**config.mk**
```make
export PLATFORM = sky130hd
export DESIGN_NAME = compare_seq_ctrl
export DESIGN_NICKNAME = d
export VERILOG_FILES = /design/src/rtl/compare_seq_ctrl_pkg.sv /design/src/rtl/compare_seq_ctrl_slice.sv /design/src/rtl/compare_seq_ctrl.sv
export SDC_FILE = /design/constraint.sdc
export NUM_CORES = 1
export LEC_CHECK = 0
export ABC_AREA = 1
export CAP_MARGIN = 20
export CORE_UTILIZATION = 38
export DETAILED_ROUTE_END_ITERATION = 6
export GPL_TIMING_DRIVEN = 0
export SYNTH_ARGS = -nofsm -noshare
export SYNTH_HDL_FRONTEND = slang
export SYNTH_SLANG_ARGS = --single-unit
```
**constraint.sdc**
```tcl
create_clock -name SYSCLK -period 1.9 [get_ports SYSCLK]
set_clock_uncertainty 0.05 [all_clocks]
set_input_delay 0.19 -clock SYSCLK [delete_from_list [all_inputs] [get_ports SYSCLK]]
set_output_delay 0.19 -clock SYSCLK [all_outputs]
set_load 0.03 [all_outputs]
```
**src/rtl/compare_seq_ctrl_pkg.sv**
```systemverilog
// Shared definitions for the sliced magnitude comparator sequencer.
// Contents: FSM state encoding, one-hot result codes (bit0=EQ, bit1=GT, bit2=LT),
// and a helper that turns the sticky difference flags into a result code.
package compare_seq_ctrl_pkg;

    typedef enum logic [1:0] {
        ST_IDLE = 2'd0,
        ST_SCAN = 2'd1,
        ST_DONE = 2'd2
    } state_e;

    localparam int unsigned RES_W = 3;

    localparam logic [RES_W-1:0] RES_EQ = 3'b001;
    localparam logic [RES_W-1:0] RES_GT = 3'b010;
    localparam logic [RES_W-1:0] RES_LT = 3'b100;

    // No difference seen means the operands are equal.
    function automatic logic [RES_W-1:0] res_code(input logic gt, input logic lt);
        if (gt) begin
            return RES_GT;
        end else if (lt) begin
            return RES_LT;
        end
        return RES_EQ;
    endfunction

endpackage

```
**src/rtl/compare_seq_ctrl_slice.sv**
```systemverilog
// Combinational unsigned compare of one SLICE-bit operand slice.
// Ports: a_i, b_i (slice operands) -> eq_o, gt_o, lt_o (exactly one high).
module compare_seq_ctrl_slice #(
    parameter int unsigned SLICE = 4
) (
    input  logic [SLICE-1:0] a_i,
    input  logic [SLICE-1:0] b_i,
    output logic             eq_o,
    output logic             gt_o,
    output logic             lt_o
);

    assign eq_o = (a_i == b_i);
    assign gt_o = (a_i > b_i);
    assign lt_o = (a_i < b_i);

endmodule

```
**src/rtl/compare_seq_ctrl.sv**
```systemverilog
// Sequencer for a sliced magnitude comparator: accepts an operand pair, compares it
// SLICE bits per cycle MSB slice first on one shared slice comparator, and returns a
// registered one-hot EQ/GT/LT result over a valid/ready handshake.
// Config macro: COMPARE_EARLY_EXIT_EN -- finish on the first unequal slice.
// Ports:
//   SYSCLK, NSYSRESET            clock, synchronous active-low reset
//   start_valid/start_ready      operand handshake, DataA/DataB sampled on accept
//   res_valid/res_ready          result handshake, QAEB/QAGB/QASB valid while res_valid
//   busy                         high while scanning or holding a result
module compare_seq_ctrl
    import compare_seq_ctrl_pkg::*;
#(
    parameter int unsigned WIDTH = 8,
    parameter int unsigned SLICE = 4
) (
    input  logic             SYSCLK,
    input  logic             NSYSRESET,
    input  logic             start_valid,
    output logic             start_ready,
    input  logic [WIDTH-1:0] DataA,
    input  logic [WIDTH-1:0] DataB,
    output logic             res_valid,
    input  logic             res_ready,
    output logic             QAEB,
    output logic             QAGB,
    output logic             QASB,
    output logic             busy
);

    localparam int unsigned NSLICE = WIDTH / SLICE;
    localparam int unsigned IDX_W  = (NSLICE > 1) ? $clog2(NSLICE) : 1;

    if (SLICE == 0 || WIDTH == 0 || (WIDTH % SLICE) != 0) begin : g_bad_param
        $error("compare_seq_ctrl: WIDTH must be a nonzero multiple of SLICE");
    end

    state_e             state_q, state_d;
    logic [WIDTH-1:0]   a_q, a_d;
    logic [WIDTH-1:0]   b_q, b_d;
    logic [IDX_W-1:0]   idx_q, idx_d;
    logic               gt_q, gt_d;
    logic               lt_q, lt_d;
    logic               start_ready_q, start_ready_d;
    logic               res_valid_q, res_valid_d;
    logic               busy_q, busy_d;
    logic [RES_W-1:0]   res_q, res_d;

    logic [SLICE-1:0]   a_sl, b_sl;
    logic               sl_eq, sl_gt, sl_lt;

    // Select the slice currently addressed by idx.
    assign a_sl = SLICE'(a_q >> (32'(idx_q) * SLICE));
    assign b_sl = SLICE'(b_q >> (32'(idx_q) * SLICE));

    compare_seq_ctrl_slice #(
        .SLICE (SLICE)
    ) u_slice (
        .a_i  (a_sl),
        .b_i  (b_sl),
        .eq_o (sl_eq),
        .gt_o (sl_gt),
        .lt_o (sl_lt)
    );

    // State and output registers.
    always_ff @(posedge SYSCLK) begin
        if (!NSYSRESET) begin
            state_q       <= ST_IDLE;
            a_q           <= '0;
            b_q           <= '0;
            idx_q         <= '0;
            gt_q          <= 1'b0;
            lt_q          <= 1'b0;
            start_ready_q <= 1'b0;
            res_valid_q   <= 1'b0;
            busy_q        <= 1'b0;
            res_q         <= '0;
        end else begin
            state_q       <= state_d;
            a_q           <= a_d;
            b_q           <= b_d;
            idx_q         <= idx_d;
            gt_q          <= gt_d;
            lt_q          <= lt_d;
            start_ready_q <= start_ready_d;
            res_valid_q   <= res_valid_d;
            busy_q        <= busy_d;
            res_q         <= res_d;
        end
    end

    // Next-state and next-output logic.
    always_comb begin
        state_d       = state_q;
        a_d           = a_q;
        b_d           = b_q;
        idx_d         = idx_q;
        gt_d          = gt_q;
        lt_d          = lt_q;
        start_ready_d = 1'b0;
        res_valid_d   = 1'b0;
        busy_d        = 1'b0;
        res_d         = '0;

        case (state_q)
            ST_IDLE: begin
                if (start_valid && start_ready_q) begin
                    state_d = ST_SCAN;
                    a_d     = DataA;
                    b_d     = DataB;
                    idx_d   = IDX_W'(NSLICE - 1);
                    gt_d    = 1'b0;
                    lt_d    = 1'b0;
                end
            end
            ST_SCAN: begin
                // The first unequal slice decides; later slices cannot override it.
                if (!gt_q && !lt_q && !sl_eq) begin
                    gt_d = sl_gt;
                    lt_d = sl_lt;
`ifdef COMPARE_EARLY_EXIT_EN
                    state_d = ST_DONE;
`endif
                end
                if (idx_q == '0) begin
                    state_d = ST_DONE;
                end else begin
                    idx_d = idx_q - IDX_W'(1);
                end
            end
            ST_DONE: begin
                if (res_valid_q && res_ready) begin
                    state_d = ST_IDLE;
                end
            end
            default: begin
                state_d = ST_IDLE;
            end
        endcase

        // Outputs are registered copies of what the next state presents.
        start_ready_d = (state_d == ST_IDLE);
        busy_d        = (state_d != ST_IDLE);
        res_valid_d   = (state_d == ST_DONE);
        res_d         = (state_d == ST_DONE) ? res_code(gt_d, lt_d) : '0;
    end

    assign start_ready = start_ready_q;
    assign res_valid   = res_valid_q;
    assign busy        = busy_q;
    assign QAEB        = res_q[0];
    assign QAGB        = res_q[1];
    assign QASB        = res_q[2];

endmodule

```
Word-level counts from Yosys, hierarchy flattened
Index checks and enable logic that the tools add are counted.
{"block": "word_totals", "elab_cells": 59, "reg_bits": 27}
{"block": "classes", "order_cmp": 2, "reduce_logical": 16, "n_mux": 18, "bitwise_logic": 3, "addsub": 1, "eq_ne": 5, "n_shift": 2}
{"operator": "$shr 8x3->4", "count": 2}
{"operator": "$mux 1", "count": 9}
{"operator": "$mux 2", "count": 4}
{"operator": "$pmux 1 s2", "count": 3}
{"operator": "$pmux 2 s3", "count": 1}
{"operator": "$reduce_and 2->1", "count": 3}
{"operator": "$eq 2x2->1 const B", "count": 2}
{"operator": "$eq 4x4->1", "count": 1}
{"operator": "$gt 4x4->1", "count": 1}
{"operator": "$logic_and 1x1->1", "count": 4}
{"operator": "$logic_not 2->1", "count": 2}
{"operator": "$lt 4x4->1", "count": 1}
{"operator": "$reduce_bool 2->1", "count": 2}
{"operator": "$reduce_or 4->1", "count": 1}
{"operator": "$logic_not 1->1", "count": 3}
{"operator": "$mux 3", "count": 1}
{"operator": "$not 1->1", "count": 3}
{"operator": "$reduce_and 3->1", "count": 1}
{"operator": "$eq 2x1->1 const B", "count": 1}
{"operator": "$ne 2x2->1 const B", "count": 1}
{"operator": "$sub 1x1->1 const B", "count": 1}

Depth between registers and ports, before layout
Gate-level depths: netlist (run 1).
{"block": "depth", "depth_word": 10, "mapped_depth": 13, "depth_no_buf": 12}

By module
From an unflattened synthesis (run 1), not the netlist that was laid out.
{"block": "unflattened", "cells_unflattened": 167, "hier_area_um2": 1163.6}
{"mod": "compare_seq_ctrl", "cells_each": 147, "seq_area_each_um2": 540.5, "area_each_um2": 1048.5, "n_inst": 1}
{"mod": "compare_seq_ctrl_slice", "cells_each": 20, "seq_area_each_um2": 0.0, "area_each_um2": 115.1, "n_inst": 1}

Least setup slack after synthesis (run 1)
No wires, ideal clock.
{"block": "synth_timing", "kind": "reg2reg", "from": "reg idx_q", "to": "reg lt_q", "setup_ns": 0.116, "required_ns": 1.734, "n_path_buf": 1, "path_stages_with_launch": 12, "arrival_time_ns": 1.385, "setup_slack_ns": 0.349, "cell_sequence": "dfxtp_1 buf_6 clkinv_4 nand2_1 nand2_1 ha_1 nand2_1 nor2_1 nor2_2 nand2_2 nand2_1 nor2_1"}
{"block": "synth_between", "elab_chain_len": 6, "elab_cells_between_ends": 8, "cone_classes": "order compare (1); eq/ne (1); shift (2); mux (2); reduce/logical (2)"}
{"element": "from (decl)", "line_no": "compare_seq_ctrl.sv:40", "source": "logic [IDX_W-1:0] idx_q, idx_d;"}
{"element": "from (signal assigned)", "line_no": "compare_seq_ctrl.sv:82", "source": "idx_q <= idx_d;"}
{"element": "branches (longest 4 deep; another with $lt 4x4->1)"}
{"element": "$mux 1 (*)", "line_no": "compare_seq_ctrl.sv:118", "source": "if (!gt_q && !lt_q && !sl_eq) begin"}
{"element": "$pmux 1 s2 (*)", "line_no": "compare_seq_ctrl.sv:105", "source": "case (state_q)"}
{"element": "to (signal assigned)", "line_no": "compare_seq_ctrl.sv:84", "source": "lt_q <= lt_d;"}
{"element": "to (decl)", "line_no": "compare_seq_ctrl.sv:42", "source": "logic lt_q, lt_d;"}
Every way passes the cells marked *.
A chain may end at the register's enable or synchronous reset.

Worst setup path after layout (run 1)
Ends and elaborated chain as after synthesis.

==> results of run 1 <==
[synth_stat cells, drive strengths merged]
library cell / count
inv: 12
nor3: 1
a21oi: 6
nand4: 1
clkinv: 1
nand2: 27
o21ai: 18
ha: 4
nand3: 3
nor2: 40
mux2i: 4
clkbuf: 1
buf: 4
dfxtp: 27
[cells by family after synthesis]
group,Yosys count,share of synthesized area
buf+inv,18,0.0793
fa+ha+maj,4,0.0429
compound gates,24,0.116
flops,27,0.463
mux,4,0.0343
simple gates,72,0.265
[power groups by stage]
stage	combinational (mW)	sequential (mW)	clock, mW
final	0.301	0.640	0.251
after global routing	0.344	0.646	0.278
after CTS	0.306	0.640	0.260
after detailed placement	0.301	0.653	0
after global placement	0.297	0.651	0
after floorplan	0.188	0.666	0
[worst max-delay path by stage]
stage                     depth (start not counted)  startpoint  slack [ps]    to
after floorplan                                  11       idx_q         350  lt_q
after global placement                           11       idx_q         210  lt_q
after detailed placement                         11       idx_q         210  lt_q
after CTS                                        11       idx_q         190  lt_q
after global routing                             11       idx_q          40  lt_q
final                                            11       idx_q         210  lt_q
[area by class of cell]
type / count / area share
buffer: 5 / 0.0262
clock buffer: 4 / 0.0177
tap: 31 / 0.0262
sequential: 27 / 0.365
inverter: 13 / 0.0363
timing repair buffer: 25 / 0.169
multi-input combinational: 104 / 0.360
[layout by cell type (no fill, tap or decap), types with 2 or more instances in the layout]
master                             n
sky130_fd_sc_hd__inv_1             7
sky130_fd_sc_hd__o21ai_0          16
sky130_fd_sc_hd__inv_2             5
sky130_fd_sc_hd__a21oi_1           4
sky130_fd_sc_hd__mux2i_1           4
sky130_fd_sc_hd__clkdlybuf4s50_1  25
sky130_fd_sc_hd__nor2_2            4
sky130_fd_sc_hd__o21ai_1           2
sky130_fd_sc_hd__nand3_2           2
sky130_fd_sc_hd__buf_6             2
sky130_fd_sc_hd__clkbuf_4          3
sky130_fd_sc_hd__dfxtp_1          27
sky130_fd_sc_hd__nand2_1          25
sky130_fd_sc_hd__nor2_1           36
sky130_fd_sc_hd__ha_1              4
sky130_fd_sc_hd__clkbuf_1          2
sky130_fd_sc_hd__nand2_2           2
[state kept, by name, indices dropped and copies added (netlist names)]
signal	cells
a_q	8
b_q	8
res_q	3
state_q	2
busy	1
gt_q	1
idx_q	1
lt_q	1
res_valid	1
start_ready	1
[worst register-to-register path, delay by kind of cell (launching register included)]
kind                     cells  cell delay (ps)
adder cells (fa/ha/maj)      1              300
buffers and inverters        2              250
flip-flops                   1              350
AND/OR/NAND/NOR              8              660
[per-stage QoR]
stage / area, µm² / power (mW) / cells / setup slack (ps) / utilization
3_3_place_gp: 1460 / 0.948 / 205 / 213 / 0.515
5_1_grt: 1480 / 1.27 / 209 / 44.2 / 0.524
2_1_floorplan: 1170 / 0.854 / 149 / 349 / -
3_5_place_dp: 1460 / 0.954 / 205 / 210 / 0.515
6_report: 1480 / 1.19 / 209 / 206 / 0.524
4_1_cts: 1480 / 1.21 / 209 / 186 / 0.524
[metal layers]
layer / routed length (µm) / vias up / global-route usage
li1: - / 530 / -
met2: 1090 / 15 / 0.282
met5: 0 / - / 0
met3: 72 / 5 / 0.0204
met4: 47 / 0 / 0.0732
met1: 1090 / 443 / 0.189
==> results summary, run 1 <==
The flow ran to the end, but the final reports show violations. The checks that failed: DRC. The worst setup path is launched from a flop. The antenna diode count is 0. The worst register-to-register path begins at idx_q.

The required time at the worst-slack endpoint is 2080 ps. The final-report hold violation count is 0. The power per standard cell area is 804 nW/µm². 26 I/O pins were placed. The cell type with the highest occurrence count on the critical path is sky130_fd_sc_hd__nand2_1. The routed wirelength normalized by instance count came out at 11.0 µm. Of all cell types, the one taking the most synthesized area is sky130_fd_sc_hd__dfxtp_1. Once detailed placement completed, the half-perimeter wirelength came to 1710 µm. The TritonCTS sink count came out at 27. Summing all multi-input logic gate instances after layout gives 534 µm².

After technology mapping, the gate count stands at 149. The number of endpoints failing setup at the final stage is 0. Traced cell by cell, the critical path runs through buf_6 > clkinv_4 > nand2_1 > nand2_1 > ha_1 > nand2_1 > nor2_1 > nor2_2 > nand2_2 > nand2_1 > nor2_1. The synthesis-to-finish area growth came out at 27.0%. The count of buffers inserted at the top-level ports is 25. The worst setup path is of the flop to flop kind. The number of cells on the worst reg-to-reg path is 11. The largest individual stage delay along the critical path comes from the cell sky130_fd_sc_hd__dfxtp_1. The total of warnings raised by yosys is 0. The worst hold path depth came out at 3. After synthesis, the netlist uses 23 different library cells.

The synthesized netlist net count is 173. The cell family contributing the most delay on the critical path is simple AND/OR/NAND/NOR gates. The initial antenna violation count came to 0. The number of global-route vias before repair is 975. The worst register-to-register path ends at lt_q. The share of total power in sequential cells is 0.537.

Buffers inserted to repair hold after CTS numbered 0. The capture endpoint of the worst hold path is a_q[5]. The initial utilization of the core area, before any placement, comes to 0.413.

Clock-pin slew was measured on the worst setup and hold paths at 150 ps. The total wire length after detailed routing is 2300 µm. The cell sitting at the root of the clock tree is a sky130_fd_sc_hd__clkbuf_4. The largest net degree at the start of global routing came out at 15. The worst min-delay path category is primary input to flop. Data arrives at the worst endpoint at 1880 ps. Counting the buffers created by CTS gives 3. The final number of max-transition violations came out at 0. The starting DRC count in detailed routing is 24. The total number of nets in the final design is 203.

The sum of negative setup slack is 0 ps. The start point of the worst hold path is DataA[5]. The post-synthesis cell area came out at 1170 µm². The largest single stage delay on the critical path is 350 ps.

In this run the number of H-tree levels came out at 1. The flop-to-flop setup slack is 210 ps. The post-CTS setup buffer count came out at 0. The detailed-route via count came out at 993. The per-instance average area after synthesis is 7.83 µm². In the finished design, the share of the clock period the worst path needs comes to 0.891. Sorting the synthesized cells by area gives the leading types as sky130_fd_sc_hd__dfxtp_1, sky130_fd_sc_hd__nor2_1, sky130_fd_sc_hd__nand2_1. The die width is 57.4 µm. The portion of synthesized cell area occupied by the leading cell type is 0.463. The overall fraction of global-route tracks in use is 0.159. The worst-case hold slack is 415 ps. For this design the static power due to leakage is 0.605 nW. The number of buffers and inverters on the critical path came out at 2. The fmax came out at 0.590 GHz.

Global routing finished with a remaining overflow of 0. The cell internal power dissipation is 834 µW. The peak fanout along the critical path came out at 10. In this run, synthesis produced a sequential element count of 27. The pre-antenna-repair detailed-routing pass consisted of 6 iterations. The die area came out at 3300 µm². Setup repair after global routing left no endpoint under its margin. The insertion delay to the later sink of the worst-skew pair is 330 ps. The number of antenna-violating nets in the routed design came out at 0. The worst setup path is captured at a flop. At the pin with the least slew margin, the transition time is 357 ps. The core region is 2830 µm². Across the run, the number of max-cap violations was 0.

The proportion of total power due to net switching is 0.301. The vertical die dimension is 57.4 µm. The register area is 541 µm². The switching power is 358 µW. VDD sags by at most 0.359 mV. The placement row count is 19.

The count of cells resized by post-cts repair is 0. The fraction of layout instances using a drive strength above 1 is 0.135. After detailed routing, the number of remaining DRC violations is 2. The number of buffers on the longest clock path came out at 2. The worst slew margin relative to its limit came out at 0.762. The CTS tree is built.

The relative contribution of combinational cells to total power is 0.252. At the end of routability-driven placement, the weighted congestion stood at 0.749. The minimum period implied by the final worst setup slack is 1690 ps. The filler cells instantiated in the layout total 270. The share of power burned in the clock network came out at 0.211. The global-route wire length before repair came out at 4060 µm. For this run, the register share of the synthesized area comes to 0.463.

After detailed routing, the number of vias per cell comes to 4.75.
No activity file was read; power rests on OpenSTA's default activity.
==> run 2: changes to the inputs <==
--- a/config.mk
+++ b/config.mk
@@ -10,6 +10,7 @@
 export CORE_UTILIZATION = 38
 export DETAILED_ROUTE_END_ITERATION = 6
 export GPL_TIMING_DRIVEN = 0
+export RECOVER_POWER = 50
 export SYNTH_ARGS = -nofsm -noshare
 export SYNTH_HDL_FRONTEND = slang
 export SYNTH_SLANG_ARGS = --single-unit
==> run 2 against run 1 <==
  * Die area stayed put
  * Count of clock-buffer cells in the layout stayed put
  * Critical path type unchanged
  * Utilization decreased by 0.93 points
  * The flow still finishes with violations (DRC)
==> results summary, run 2 (synthesis gave the netlist of run 1 again) <==
The number of endpoints failing setup at the final stage is 0 (unchanged). The count of cells resized by post-cts repair is 0 (unchanged). The synthesis-to-finish area growth is 24.8%. The library cells used most frequently in the layout, excluding fill and tap cells, are sky130_fd_sc_hd__nor2_1, sky130_fd_sc_hd__dfxtp_1, sky130_fd_sc_hd__nand2_1, sky130_fd_sc_hd__clkdlybuf4s50_1, sky130_fd_sc_hd__o21ai_0. The final-report hold violation count came out at 0 (unchanged). The sum of negative setup slack came to 0 ps (unchanged). The required time at the worst-slack endpoint is 2080 ps (about the same). The total core area came out at 2830 µm² (unchanged). The total number of nets in the final design was 203 (unchanged). The global placer's final weighted congestion came out at 0.749 (unchanged). The fmax came out at 0.592 GHz (+0.32%).

The final number of max-transition violations was 0 (unchanged). Among all stages on the critical path, the largest delay is contributed by sky130_fd_sc_hd__dfxtp_1. The worst stage delay on the critical path was 350 ps (about the same).

The die area came out at 3300 µm² (unchanged). The global-route wire length before repair is 4060 µm (unchanged). Walking the worst path, the cells encountered are buf_6 > clkinv_4 > nand2_1 > nand2_1 > ha_1 > nand2_1 > nor2_1 > nor2_2 > nand2_2 > nand2_1 > nor2_1. The relative contribution of combinational cells to total power came out at 0.247 (-0.005). The detailed-route vias per instance came out at 4.75 (-0.10%). The antenna diode count is 0 (unchanged). The transition time of the tightest slew-check pin is 426 ps (+69.0 ps).

The clock buffer count from CTS came to 3 (unchanged). Among cell families on the critical path, the largest total delay comes from simple AND/OR/NAND/NOR gates. The clock transition at the register clock pins on the worst setup and hold paths after CTS came out at 150 ps (about the same).

The number of levels the H-tree was split into came out at 1 (unchanged). The tree is rooted in a sky130_fd_sc_hd__clkbuf_4. The insertion delay to the later sink of the worst-skew pair was 330 ps (about the same). The starting utilization of the core area came to 0.413 (unchanged). The cell type with the highest occurrence count on the critical path is sky130_fd_sc_hd__nand2_1. The post-CTS setup buffer count came out at 0 (unchanged). The count of hold buffers inserted by post-cts repair is 0 (unchanged). The worst slew margin relative to its limit is 0.716 (-0.0460). The count of unresolved DRC violations after routing is 2 (unchanged). The number of buffers and inverters on the critical path is 2 (unchanged). The largest net degree at the start of global routing came out at 15 (unchanged).

The detailed-route via count came out at 992 (-0.10%). The worst-case hold slack is 415 ps (+0.287 ps). The leakage power summed over all cells is 0.589 nW (-2.6%). The global route total overflow is 0 (unchanged).

The number of buffers on the longest clock path came out at 2 (unchanged). The number of global-route vias before repair came out at 975 (unchanged). The die width is 57.4 µm (unchanged). The instance area after placement is 1460 µm² (unchanged). The final reports fail on DRC. The total of fill cells in the finished design is 273 (+1.1%). The path class of the tightest hold or removal check is primary input to flop. The TritonCTS sink count is 27 (unchanged). The number of iterations in the first detailed-routing pass was 6 (unchanged). The total wire length after detailed routing came out at 2310 µm (+0.43%).

The share of total power in sequential cells is 0.541 (+0.004). The kind of critical path is flop to flop. The overall fraction of global-route tracks in use came out at 0.159 (unchanged).

The fraction of layout instances using a drive strength above 1 is 0.107 (-0.0281). The switching power came out at 354 µW (-1.3%). The library cell used most frequently in the layout, excluding fill and tap cells, is sky130_fd_sc_hd__nor2_1.

The starting DRC count in detailed routing is 31 (+29%). STA classifies the critical path startpoint as a flop. The total of max-cap violations came out at 0 (unchanged). The cell internal power dissipation is 827 µW (-0.73%).

The post-detailed-placement half-perimeter wirelength came out at 1710 µm (unchanged). The proportion of total power due to net switching came out at 0.300 (-0.00111). The count of buffers inserted at the top-level ports came to 25 (unchanged). The number of antenna-violating nets in the routed design was 0 (unchanged).

The placement row count came out at 19 (unchanged). The endpoint kind of the worst setup timing path is a flop. The largest vdd supply drop came out at 0.357 mV (-0.52%). The peak fanout along the critical path is 10 (unchanged). In the final layout, the registers with the most flip-flops are a_q (8), b_q (8), res_q (3). The share of the clock period used by the worst path came out at 0.889 (-0.00287). The initial antenna violation count is 0 (unchanged).

The routed wirelength normalized by instance count came to 11.1 µm (+0.43%). The number of standard cells in the final layout excluding fillers came out at 209 (unchanged). The share of power burned in the clock network is 0.212 (about the same).

The cell total after placement is 205 (unchanged). The power per standard cell area came to 811 nW/µm² (+0.90%). The minimum period implied by the final worst setup slack is 1690 ps (-5.45 ps). The CTS tree is built.

The run finished, with violations left. The vertical die dimension came to 57.4 µm (unchanged). Setup repair after global routing left no endpoint under its margin. The arrival time at the worst endpoint is 1870 ps (about the same). The count of pins on the block boundary was 26 (unchanged).

The finished layout cell area is 1460 µm² (-1.8%).
run 2: cell types whose count changed in the layout (fill, tap and decap cells not counted), sizes merged:
cell / delta
buf: -2
clkbuf: +2
run 2: through the flow:
| stage | power, mW | worst slack, ps | util |
|---|---|---|---|
| after CTS | 1.21 | 186 | 0.524 |
| final | 1.18 | 212 | 0.515 |
| after detailed placement | 0.954 | 210 | 0.515 |
| after floorplan | 0.854 | 349 | - |
| after global routing | 1.26 | 47.4 | 0.515 |
| after global placement | 0.948 | 213 | 0.515 |
run 2: layout make-up:
class | instances | area (µm²) | area share
Inverter | 13 | 53.8 | 0.0369
Tap cell | 31 | 38.8 | 0.0266
Buffer | 5 | 30.0 | 0.0206
Clock buffer | 4 | 26.3 | 0.0180
Multi-Input combinational cell | 104 | 517 | 0.355
Sequential cell | 27 | 541 | 0.371
Timing Repair Buffer | 25 | 250 | 0.172
run 2: metal layers:
layer	GRT usage	part of all wire	up-vias
met5	0	0	-
met4	0.0732	0.020	0
met3	0.0204	0.033	5
met2	0.282	0.47	17
met1	0.189	0.48	440
li1	-	-	530
run 2: power groups by stage:
stage / clock [mW] / sequential, mW / combinational (mW)
3_5_place_dp: 0 / 0.653 / 0.301
3_3_place_gp: 0 / 0.651 / 0.297
5_1_grt: 0.278 / 0.645 / 0.335
4_1_cts: 0.260 / 0.640 / 0.306
2_1_floorplan: 0 / 0.666 / 0.188
6_report: 0.250 / 0.639 / 0.292
run 2: tightest hold or removal path, stage by stage:
cell and delay [ps]:
sky130_fd_sc_hd__clkdlybuf4s50_1 390, sky130_fd_sc_hd__o21ai_0 150, sky130_fd_sc_hd__nor2_1 40
run 2: worst paths after layout:
kind	depth (start not counted)	startpoint	endpoint	slack [ps]
worst min register to register	2	a_q[7]	a_q[7]	450
worst max register to register	11	idx_q	lt_q	210
worst max-delay path	11	idx_q	lt_q	210
worst min-delay path	3	DataA[5]	a_q[5]	410
==> run 3: changes to the inputs <==
--- a/config.mk
+++ b/config.mk
@@ -7,10 +7,13 @@
 export LEC_CHECK = 0
 export ABC_AREA = 1
 export CAP_MARGIN = 20
-export CORE_UTILIZATION = 38
+export CORE_UTILIZATION = 48
+export CTS_CLUSTER_SIZE = 14
 export DETAILED_ROUTE_END_ITERATION = 6
 export GPL_TIMING_DRIVEN = 0
+export PLACE_DENSITY = 0.77
 export RECOVER_POWER = 50
 export SYNTH_ARGS = -nofsm -noshare
 export SYNTH_HDL_FRONTEND = slang
 export SYNTH_SLANG_ARGS = --single-unit
+export TNS_END_PERCENT = 10
==> run 3 against run 2 <==
  * The flow now finishes without violations
  * Clock power decreased by 2%
  * Cell area decreased by 0.26%
  * Global-route usage increased by 4.5 points
  * Register-to-register slack got worse by 40 ps
  * Die area decreased by 20%
  * Sequential power about the same
  * Sequential cell count unchanged
  * First-iteration DRC count decreased by 16%
  * Sequential share of layout area increased by 0.096 points
  * Critical path depth unchanged
  * Hold slack improved by 9.1 ps
  * Largest power group unchanged
==> results summary, run 3 (synthesis gave the netlist of run 1 again) <==
The die area came out at 2630 µm² (-20%). The instance area after placement was 1450 µm² (-0.26%). The clock tree root driver cell is sky130_fd_sc_hd__clkbuf_4. STA classifies the critical path startpoint as a flop. The minimum period implied by the final worst setup slack is 1730 ps (+40.2 ps). The total core area came out at 2250 µm² (-20%).

The largest vdd supply drop is 0.562 mV (+57%). The total of max-cap violations is 0 (unchanged). The number of iterations in the first detailed-routing pass came out at 4 (-2). The leakage power summed over all cells is 0.589 nW (about the same).

The number of cells on the worst reg-to-reg path came out at 11 (unchanged). The placement row count came to 17 (-2). The initial antenna violation count is 0 (unchanged).

The peak fanout along the critical path came out at 10 (unchanged). The transition time of the tightest slew-check pin came out at 423 ps (-3.05 ps). TritonCTS built the clock tree.

The kind of critical path is flop to flop. The share of the core filled with cells came to 0.644 (+0.129). The die width is 51.3 µm (-11%). The fmax is 0.579 GHz (-2.3%). The top cell types in the final layout, fill and taps aside, are sky130_fd_sc_hd__nor2_1, sky130_fd_sc_hd__dfxtp_1, sky130_fd_sc_hd__nand2_1, sky130_fd_sc_hd__clkdlybuf4s50_1, sky130_fd_sc_hd__o21ai_0. The count of cells resized by post-cts repair came out at 0 (unchanged). The count of buffers inserted at the top-level ports is 25 (unchanged). The number of global-route vias before repair came out at 897 (-8.0%). The global-route wire length before repair is 3860 µm (-5.1%). The routed wirelength normalized by instance count was 11.1 µm (+0.62%).

The arrival time at the worst endpoint was 1910 ps (+40 ps). The worst-case hold slack came to 424 ps (+9.07 ps). The largest net degree at the start of global routing was 15 (unchanged). The worst hold path depth is 3 (unchanged). The count of pins on the block boundary is 26 (unchanged). The global placer's final weighted congestion is 0.806 (+7.7%). The startpoint identified for the worst register-to-register timing path is idx_q. The number of levels the H-tree was split into came out at 1 (unchanged). The worst min-delay path category is primary input to flop. The capture endpoint of the worst hold path is a_q[2]. The destination of the worst register-to-register timing path is lt_q. Relative to the synthesized area, the layout overhead comes to 24.4%.

The TritonCTS sink count is 27 (unchanged). The starting utilization of the core area came out at 0.518 (+0.105). The flop-to-flop setup slack is 170 ps (-40 ps). The cell total after placement is 202 (-1.5%).

The insertion delay to the later sink of the worst-skew pair is 330 ps (about the same). The required time at the worst-slack endpoint is 2080 ps (about the same). The post-detailed-placement half-perimeter wirelength came out at 1730 µm (+1.0%). The worst setup path is captured at a flop.

The detailed-route vias per instance is 4.91 (+3.4%). The sum of negative setup slack is 0 ps (unchanged). The post-placement worst setup slack came to 183 ps (-26.3 ps). The worst slew margin relative to its limit was 0.718 (+0.00203). The power per standard cell area came out at 810 nW/µm² (about the same). The detailed-route via count came out at 1,011 (+1.9%). The power after layout is 1.18 mW (-0.34%). The post-CTS setup buffer count came out at 0 (unchanged). The vertical die dimension came out at 51.3 µm (-11%). The number of antenna-violating nets in the routed design is 0 (unchanged). The total of fill cells in the finished design came out at 206 (-25%). The count of unresolved DRC violations after routing is 0 (-2). Setup repair after global routing left no endpoint under its margin. The number of buffers on the longest clock path is 2 (unchanged).

The total number of nets in the final design came to 203 (unchanged). The count of hold buffers inserted by post-cts repair came to 0 (unchanged). The antenna diode count is 0 (unchanged). The share of the clock period used by the worst path came out at 0.910 (+0.0212).

In this run the most critical hold path is launched from DataA[2]. The clock buffer count from CTS came out at 3 (unchanged). The run finished with clean final reports. The library cell used most frequently in the layout, excluding fill and tap cells, is sky130_fd_sc_hd__nor2_1. The final critical-path setup slack is 171 ps (-40.2 ps). The global route total overflow is 0 (unchanged). The total wire length after detailed routing is 2290 µm (-0.82%). The number of standard cells in the final layout excluding fillers is 206 (-1.4%).

The final-report hold violation count came out at 0 (unchanged). In the final layout, the registers with the most flip-flops are a_q (8), b_q (8), res_q (3). The fraction of layout instances using a drive strength above 1 came out at 0.107 (unchanged). The clock transition at the register clock pins on the worst setup and hold paths after CTS was 140 ps (about the same). The starting DRC count in detailed routing is 26 (-16%). The final number of max-transition violations is 0 (unchanged). The finished layout cell area came to 1450 µm² (-0.26%). The overall fraction of global-route tracks in use came out at 0.204 (+0.0450). The number of endpoints failing setup at the final stage came out at 0 (unchanged).
run 3: cell counts in the layout (fill, tap and decap cells not counted):
No cell type changed its count.
run 3: worst max path at each step:
stage | from | endpoint | slack, ps | cells after the start
floorplan | idx_q | lt_q | 350 | 11
global placement | idx_q | lt_q | 220 | 11
detailed placement | idx_q | lt_q | 180 | 11
CTS | idx_q | lt_q | 170 | 11
global route | idx_q | lt_q | 70 | 11
finish | idx_q | lt_q | 170 | 11
run 3: worst max-delay path, cell delays in order, from the launching register on:
cell and delay, ps:
sky130_fd_sc_hd__dfxtp_1 350, sky130_fd_sc_hd__buf_6 170, sky130_fd_sc_hd__clkinv_4 100, sky130_fd_sc_hd__nand2_1 70, sky130_fd_sc_hd__nand2_1 50, sky130_fd_sc_hd__ha_1 310, sky130_fd_sc_hd__nand2_1 80, sky130_fd_sc_hd__nor2_1 60
sky130_fd_sc_hd__nor2_2 150, sky130_fd_sc_hd__nand2_2 110, sky130_fd_sc_hd__nand2_1 110, sky130_fd_sc_hd__nor2_1 40
run 3: where the power goes:
group / switching (mW) / internal [mW] / total (mW)
Clock: 0.162 / 0.0825 / 0.245
Sequential: 0.0237 / 0.615 / 0.639
Combinational: 0.164 / 0.130 / 0.293
Total: 0.350 / 0.828 / 1.18
run 3: per-layer routing:
layer,routed length (µm),track usage,share of wire,up-vias
met5,0,0,0,-
met4,38,0.0811,0.017,0
met3,128,0.0625,0.056,5
met2,1090,0.342,0.48,24
met1,1030,0.241,0.45,452
li1,-,-,-,530
run 3: cell type report:
cell class              count  area (µm²)  area share
clock buffers               4        26.3      0.0181
repair buffers             25         250       0.172
plain buffers               5        30.0      0.0207
well taps                  28        35.0      0.0241
multi-input cells         104         517       0.356
flip-flops and latches     27         541       0.372
inverters                  13        53.8      0.0370
